## config.mk

```make
export PLATFORM = sky130hd
export DESIGN_NAME = fifo_rd_packer
export DESIGN_NICKNAME = d
export VERILOG_FILES = /design/src/rtl/fifo_rd_packer.sv
export SDC_FILE = /design/constraint.sdc
export NUM_CORES = 1
export LEC_CHECK = 0
export ABC_AREA = 0
export CORE_MARGIN = 2
export CORE_UTILIZATION = 47
export CTS_BUF_LIST = sky130_fd_sc_hd__clkbuf_4
export DETAILED_ROUTE_END_ITERATION = 16
export PLACE_DENSITY = 0.78
export SLEW_MARGIN = 20
export SYNTH_ARGS = -nofsm -noshare
export SYNTH_HDL_FRONTEND = slang
export SYNTH_SLANG_ARGS = --single-unit
```

## constraint.sdc

```tcl
create_clock -name rclk -period 1.9 [get_ports rclk]
set_input_delay 0.38 -clock rclk [delete_from_list [all_inputs] [get_ports rclk]]
set_output_delay 0.38 -clock rclk [all_outputs]
set_load 0.01 [all_outputs]
```

## src/rtl/fifo_rd_packer.sv

```systemverilog
// fifo_rd_packer
//
// Packs bytes from the read side of a first-word fall-through FIFO into
// 32-bit little-endian words. A partially filled word is flushed downstream
// once the FIFO has stayed empty for TIMEOUT consecutive cycles. TIMEOUT=0
// disables the flush, and partial bytes are then held until the word fills.
//
// Ports
//   rclk       read-domain clock, rising edge
//   rrst_n     asynchronous active-low reset
//   rempty     FIFO empty flag
//   rdata      FIFO head byte, valid whenever rempty=0
//   rinc       FIFO pop strobe; the head byte is consumed at the edge where rinc=1
//   out_data   packed word; lanes not yet written read 0
//   out_keep   byte-lane valid mask, bit i covers out_data[8i+7:8i]
//   out_valid  word available
//   out_ready  downstream accepts the word
module fifo_rd_packer #(
    parameter int TIMEOUT = 16
) (
    input  logic        rclk,
    input  logic        rrst_n,
    input  logic        rempty,
    input  logic [7:0]  rdata,
    output logic        rinc,
    output logic [31:0] out_data,
    output logic [3:0]  out_keep,
    output logic        out_valid,
    input  logic        out_ready
);

    typedef enum logic {
        FILL = 1'b0,
        HOLD = 1'b1
    } state_e;

    localparam bit         FLUSH_EN  = (TIMEOUT != 0);
    localparam logic [7:0] IDLE_LAST = (TIMEOUT == 0) ? 8'd0 : 8'(TIMEOUT - 1);

    state_e      state_q, state_d;
    logic [1:0]  byte_cnt_q, byte_cnt_d;
    logic [7:0]  idle_cnt_q, idle_cnt_d;
    logic [31:0] data_q, data_d;
    logic [3:0]  keep_q, keep_d;
    logic        pop;
    logic        flush;

    // A pop only happens while collecting and the FIFO has a byte. Gating
    // with rrst_n keeps the FIFO from being popped while we are held in reset.
    assign pop = (state_q == FILL) && !rempty && rrst_n;

    // Flush fires on the TIMEOUT-th consecutive empty cycle after the last
    // pop: idle_cnt counts the earlier empty edges, so it reads TIMEOUT-1 here.
    assign flush = FLUSH_EN && (state_q == FILL) && (byte_cnt_q != 2'd0)
                   && rempty && (idle_cnt_q == IDLE_LAST);

    assign rinc      = pop;
    assign out_valid = (state_q == HOLD);
    assign out_data  = data_q;
    assign out_keep  = keep_q;

    // Next-state logic. In FILL each pop drops the byte into the lane chosen
    // by byte_cnt; the fourth pop (or a timeout with a partial word) moves to
    // HOLD. HOLD freezes the word until the downstream accepts it, after which
    // the word register is cleared so unwritten lanes read 0 next time.
    always_comb begin
        state_d    = state_q;
        byte_cnt_d = byte_cnt_q;
        idle_cnt_d = idle_cnt_q;
        data_d     = data_q;
        keep_d     = keep_q;

        unique case (state_q)
            FILL: begin
                if (pop) begin
                    data_d[{byte_cnt_q, 3'b000} +: 8] = rdata;
                    keep_d[byte_cnt_q]                = 1'b1;
                    idle_cnt_d                        = 8'd0;
                    byte_cnt_d                        = byte_cnt_q + 2'd1;
                    if (byte_cnt_q == 2'd3) begin
                        state_d = HOLD;
                    end
                end else if (byte_cnt_q == 2'd0) begin
                    idle_cnt_d = 8'd0;
                end else if (flush) begin
                    state_d    = HOLD;
                    byte_cnt_d = 2'd0;
                    idle_cnt_d = 8'd0;
                end else begin
                    idle_cnt_d = idle_cnt_q + 8'd1;
                end
            end
            HOLD: begin
                idle_cnt_d = 8'd0;
                if (out_ready) begin
                    state_d = FILL;
                    data_d  = 32'd0;
                    keep_d  = 4'd0;
                end
            end
            default: begin
                state_d = FILL;
            end
        endcase
    end

    // State registers. Reset discards any partial or pending word.
    always_ff @(posedge rclk or negedge rrst_n) begin
        if (!rrst_n) begin
            state_q    <= FILL;
            byte_cnt_q <= 2'd0;
            idle_cnt_q <= 8'd0;
            data_q     <= 32'd0;
            keep_q     <= 4'd0;
        end else begin
            state_q    <= state_d;
            byte_cnt_q <= byte_cnt_d;
            idle_cnt_q <= idle_cnt_d;
            data_q     <= data_d;
            keep_q     <= keep_d;
        end
    end

endmodule

```

==> summary.txt, run 1 <==
Drt
  – Met2 wire length: around 2600 um
  – Routed WL per cell: 16.8 um
  – Routed wire length: 5210 um
  – ANT nets after route: 0
  – DRC violation count after routing: 0
  – DRT iter0 DRCs: 117
  – Drt pass-1 iters: 4
  – Vias: 1759
  – Met1 WL: 2300 um
  – DR top layer: met4
  – Via density: 5.67
  – DR WL met3: 234 um

Pwr
  – PD cells: 1300 nW/um^2
  – Pwr Total: 3.83 mW
  – Cell leakage power: 1.39 nW
  – Max IR drop VDD: 0.973 mV

Yosys
  – Synthesized flop and latch total: 47
  – Mapped Area: 2220 um^2
  – Post-Synth Adder-Cell Area: 3.39%
  – Mux contribution to synthesized area: 5.03%
  – Cells after Synth: 191
  – Syn Nets: around 210
  – Sequential fraction of the synthesis area: 53.1%
  – Compound-cell area share of the yosys netlist: 17.7%
  – Largest family of logic cells by synthesized area: compound AO/OA/AOI/OAI gates
  – Library cells used by synthesis: 40
  – Syn_area_per_cell: roughly 12 um^2
  – Synth Area in XOR/XNOR: 0.791%
  – Synth Warn #: 0
  – Post-Synth Simple-Gate Area: 15.1%

Run status
  – Status: finished clean

Critical path
  – CP max FO: 2
  – Required time worst endpoint: about 1.5 ns
  – Crit. End Element: output port
  – CP arrival: 1.46 ns
  – Worst setup path category: input port to output port
  – CP Launch Type: input port

Clock network
  – Worst-Skew Late Latency: 0.37 ns
  – Worst-path clk slew: 0.15 ns
  – Post-CTS setup buffers: 0
  – H-tree depth: 2
  – Clk sinks: 47
  – CTS tree: yes
  – Clock Tree Root: clkbuf_4
  – Clock buffer count from CTS: 5
  – Clock Tree Buf Depth: 2

Place
  – Final HPWL DP: 3770 um
  – RD Place Congestion: approximately 0.81
  – Port bufs: 49
  – DP Worst Slack: -0.110 ns

Floorplan
  – Initial Util: 49.9%
  – Die height: 72.7 um
  – Area of the core: 4440 um^2
  – Top Ports: 50
  – Die area: 5280 um^2
  – Die X: 72.7 um
  – # rows: 24

Timing
  – Fin. Hold Viols: 0
  – Max Clk Rate: 543 MHz
  – Slew Limit Fails: 0
  – Slew headroom: between 60% and 70%
  – Worst-Margin Slew: between 0.4 and 0.5 ns
  – Min cycle time layout: 1.84 ns
  – RSZ-0062 raised after global routing: false
  – Setup ws final: 0.0579 ns
  – Post-route clock period utilization: between 90% and 100%
  – Clock Skews: approximately 0.025 ns
  – Post-Route Setup TNS: 0 ns
  – # setup viols final: 0

Global route
  – Global-route wire length before repair: 8710 um
  – Tot GR Track Use: 21.3%
  – Initial antenna violation count: 0
  – Vias in the first global route: between 1500 and 2000
  – Largest net degree at the start of global routing: 28
  – Remaining Overflow, GRT: 0

Layout
  – Most frequent cells in the layout: dfrtp_1 (47), clkdlybuf4s50_1 (47), inv_1 (16)
  – Ant. Diodes: 0
  – Area growth syn-to-layout: 32.7%
  – Ratio of cells with drive above 1 in the final layout: 15.5%
  – Nets: 275

Job
  – Maxcap violations: 0

Hold path
  – Worst min path class: input port to asynchronous set/reset pin
Yosys cell counts, drive strengths merged:
| cell type | number | area share, % |
|---|---|---|
| and4 | 1 | 0.40 |
| nor2b | 1 | 0.28 |
| clkbuf | 3 | 0.51 |
| dfrtp | 47 | 53 |
| a211oi | 2 | 0.68 |
| nor4b | 1 | 0.68 |
| a31oi | 1 | 0.28 |
| nor3b | 1 | 0.85 |
| mux2i | 1 | 0.45 |
| and2 | 2 | 0.56 |
| or3 | 10 | 2.8 |
| a21o | 1 | 0.34 |
| nor2 | 5 | 0.85 |
| ha | 6 | 3.4 |
| a21boi | 2 | 0.68 |
| o21ai | 4 | 0.90 |
| nor3 | 3 | 1.2 |
| nand4bb | 1 | 0.51 |
| inv | 16 | 2.7 |
| nand3 | 10 | 2.3 |
| buf | 4 | 1.7 |
| nand2 | 6 | 1.0 |
| and3 | 8 | 2.3 |
| a22o | 9 | 3.6 |
| or4 | 2 | 0.68 |
| o2111a | 1 | 0.51 |
| o31ai | 9 | 3.0 |
| a32o | 8 | 3.6 |
| nand4 | 1 | 0.28 |
| a21oi | 12 | 3.7 |
| xnor2 | 2 | 0.79 |
| o32ai | 1 | 0.40 |
| and4b | 1 | 0.45 |
| mux2 | 9 | 4.6 |
cells by family (layout without fill, tap and decap cells):
logic type               count (synthesis)  in the layout
flip-flops                              47             47
adder cells (fa/ha/maj)                  6              6
buffers and inverters                   23             90
AND/OR/NAND/NOR                         53             53
AO/OA/AOI/OAI                           50             50
multiplexers                            10             10
XOR/XNOR                                 2              2
timing repair:
item,CTS,global route
endpoints found under the hold margin,20,0
setup endpoints to repair,1,0
resized for setup,1,0
hold buffers,1,0
sequential cells by signal, indices dropped and copies added (netlist names):
signal      count
idle_cnt_q      8
out_keep        4
out_data       32
out_valid       1
byte_cnt_q      2
layer usage:
layer / vias up / track usage [%]
li1: 836 / -
met1: 867 / 29.7
met2: 51 / 33.9
met3: 5 / 3.18
met4: 0 / 7.61
met5: - / 0
cell type report:
| class | count | area (um^2) |
|---|---|---|
| Fill cell | 374 | 1500 |
| Sequential cell | 47 | 1180 |
| Multi-Input combinational cell | 121 | 931 |
| Timing Repair Buffer | 66 | 627 |
| Tap cell | 52 | 65.1 |
| Inverter | 16 | 60.1 |
| Clock inverter | 3 | 43.8 |
| Clock buffer | 5 | 37.5 |
where the power goes:
group	leakage, nW	internal, mW	total, mW	switching (mW)
logic	0.706	0.921	1.71	0.788
clock network	0.0452	0.277	0.601	0.323
registers	0.635	1.30	1.52	0.224
total	1.39	2.50	3.83	1.34
critical path, cell delays in order:
cell	delay, ns
dlygate4sd3_1	0.52
buf_2	0.11
nor3b_4	0.17
dlygate4sd2_1	0.28
through the flow:
step / cell area, um^2 / util [%] / hold slack, ns / instances
final: 2940 / 66.2 / 0.516 / 310
after CTS: 2940 / 66.2 / 0.513 / 310
after detailed placement: 2850 / 64.1 / 0.399 / 301
after global routing: 2940 / 66.2 / 0.524 / 310
after global placement: 2850 / 64.1 / 0.388 / 301
after floorplan: 2220 / - / 0.0844 / 191
path summary, 6_finish.rpt:
path / startpoint / end / slack, ns / depth (start not counted)
worst max register to register: byte_cnt_q[1]$_DFFE_PN0P_ / out_data[1]$_DFFE_PN0P_ / 0.20 / 6
min in group rclk: out_data[9]$_DFFE_PN0P_ / out_data[9]$_DFFE_PN0P_ / 0.52 / 2
worst min register to register: out_data[9]$_DFFE_PN0P_ / out_data[9]$_DFFE_PN0P_ / 0.52 / 2
worst min-delay path: rrst_n / out_data[24]$_DFFE_PN0P_ / 0.52 / 3
max in group asynchronous: rrst_n / out_data[7]$_DFFE_PN0P_ / 0.72 / 4
worst max-delay path: rrst_n / rinc / 0.06 / 4
Note: power is estimated with default switching activity, not from simulation.
==> inputs of run 2 (changes only) <==
- REMOVE_ABC_BUFFERS: default -> 1
==> run 2 against run 1 <==
Effect of this change: maximum frequency rose by 1.7%; setup slack improved by 0.032 ns; die area unchanged; worst hold slack lost 0.51 ns; via count is 0.51% higher; sequential share of layout area fell by 0.22 points; final area is 0.55% higher; clock skew is 0.0077 ns lower; utilization rose by 0.37 points; largest cell class unchanged; largest power group unchanged.
==> summary.txt, run 2 (synthesized netlist as in run 1, its figures left out) <==
Run status
  – Status: finished clean

Floorplan
  – Area of the core: 4440 um^2 (unchanged)
  – Top Ports: 50 (unchanged)
  – Die height: 72.7 um (unchanged)
  – Die X: 72.7 um (unchanged)
  – # rows: 24 (unchanged)
  – Initial Util: 49.9% (unchanged)
  – Die area: 5280 um^2 (unchanged)

Critical path
  – Flop2flop setup slack: 0.18 ns (-0.02 ns)
  – CP arrival: 1.43 ns (-0.03 ns)
  – CP Launch Type: flop
  – Worst setup path category: flop to output port
  – Required time worst endpoint: 1.52 ns (about the same)
  – Crit path launch: out_valid$_DFF_PN0_
  – CP max FO: 4 (+2)
  – Crit. End Element: output port
  – Worst r2r src: byte_cnt_q[1]$_DFFE_PN0P_

Clock network
  – Clock buffer count from CTS: 5 (unchanged)
  – CTS Hold Bufs: 0 (-1)
  – Worst-path clk slew: 0.15 ns (about the same)
  – CTS tree: yes
  – H-tree depth: 2 (unchanged)
  – Clk sinks: 47 (unchanged)
  – Worst-Skew Late Latency: 0.38 ns (about the same)
  – Clock Tree Root: clkbuf_4
  – Clock Tree Buf Depth: 2 (unchanged)

Timing
  – # setup viols final: 0 (unchanged)
  – Max Clk Rate: 552 MHz (+1.7%)
  – Post-Route Setup TNS: 0 ns (unchanged)
  – Clock Skews: 0.0177 ns (-0.00772 ns)
  – Min cycle time layout: 1.81 ns (-0.0316 ns)
  – Fin. Hold Viols: 0 (unchanged)
  – Post-route clock period utilization: 95.3% (-1.7 points)
  – Worst-Margin Slew: 0.416 ns (-0.0380 ns)
  – Worst hold slack: 0.00636 ns (-0.510 ns)
  – Slew headroom: 72.3% (+2.5 points)
  – Slew Limit Fails: 0 (unchanged)
  – RSZ-0062 raised after global routing: false

Global route
  – Largest net degree at the start of global routing: 27 (-3.6%)
  – Initial antenna violation count: 0 (unchanged)
  – Vias in the first global route: 1693 (-4.2%)
  – Tot GR Track Use: 19.9% (-1.4 points)
  – Remaining Overflow, GRT: 0 (unchanged)
  – Global-route wire length before repair: 8160 um (-6.3%)

Layout
  – # fillers: 356 (-4.8%)
  – Final instance area: 2960 um^2 (+0.55%)
  – Max reg flops: 32 (unchanged)
  – Area growth syn-to-layout: 33.4%
  – Final core utilization: 66.5% (+0.37 points)
  – Ratio of cells with drive above 1 in the final layout: 16.2% (+0.71 points)
  – Nets: 276 (+0.36%)
  – Ant. Diodes: 0 (unchanged)
  – Most frequent cells in the layout: dfrtp_1 (47), clkdlybuf4s50_1 (47), buf_4 (17)

Drt
  – Vias: 1768 (+0.51%)
  – Drt pass-1 iters: 4 (unchanged)
  – DRC violation count after routing: 0 (unchanged)
  – DRT iter0 DRCs: 151 (+29%)
  – Via density: 5.68 (+0.19%)
  – Routed wire length: 4990 um (-4.2%)
  – ANT nets after route: 0 (unchanged)
  – Routed WL per cell: 16.0 um (-4.5%)

Pwr
  – PD cells: 1310 nW/um^2 (+0.63%)
  – Max IR drop VDD: 0.691 mV (-29%)
  – Cell leakage power: 1.39 nW (+0.37%)

Job
  – Maxcap violations: 0 (unchanged)

Place
  – RD Place Congestion: 0.779 (-4.1%)
  – Final HPWL DP: 3720 um (-1.4%)
  – Placed inst area: 2860 um^2 (+0.26%)
  – Port bufs: 49 (unchanged)

Hold path
  – Worst min path class: input port to asynchronous set/reset pin
## run 2: what timing repair did
item / in CTS / in global routing
resized for setup: 1 / 1
setup buffers: 1 / 0
setup endpoints to repair: 2 / 8
## run 2: metrics by stage
step                      power (mW)  setup slack, ns  cells
after global placement          3.22           -0.178    302
after CTS                       3.88           0.0332    311
final                           3.88           0.0896    311
after detailed placement        3.26           -0.180    302
after floorplan                 2.36            0.108    184
after global routing            4.12          0.00768    311
## run 2: routing by layer
layer	up-vias	global-route usage [%]	wire length (um)
met5	-	0	0
met4	0	7.00	55
met3	4	4.56	232
met2	50	30.4	2380
met1	872	28.1	2330
li1	842	-	-
## run 2: area by class of cell
cell class	instances	area, um^2	share of cell area [%]
Tap cell	52	65.1	2.20
Multi-Input combinational cell	121	940	31.8
Clock inverter	3	46.3	1.57
Sequential cell	47	1180	39.8
Timing Repair Buffer	67	632	21.4
Inverter	16	60.1	2.03
Clock buffer	5	37.5	1.27
## run 2: critical path, cell delays in order, from the launching register on
cell,delay [ns]
dfrtp_1,0.40
buf_4,0.15
nor3b_4,0.22
dlygate4sd2_1,0.30
## run 2: worst paths after layout
| kind | cells after the start | endpoint |
|---|---|---|
| min reg2reg | 2 | out_keep[3]$_DFFE_PN0P_ |
| min in group rclk | 2 | out_keep[3]$_DFFE_PN0P_ |
| max | 3 | rinc |
| max reg2reg | 5 | out_data[6]$_DFFE_PN0P_ |
| max in group asynchronous | 3 | out_valid$_DFF_PN0_ |
| min | 2 | out_data[28]$_DFFE_PN0P_ |
## run 2: power breakdown
part,internal (mW),switching (mW),leakage [nW]
clock,0.281,0.332,0.0418
sequential,1.30,0.208,0.635
combinational,0.950,0.809,0.714
total,2.53,1.35,1.39
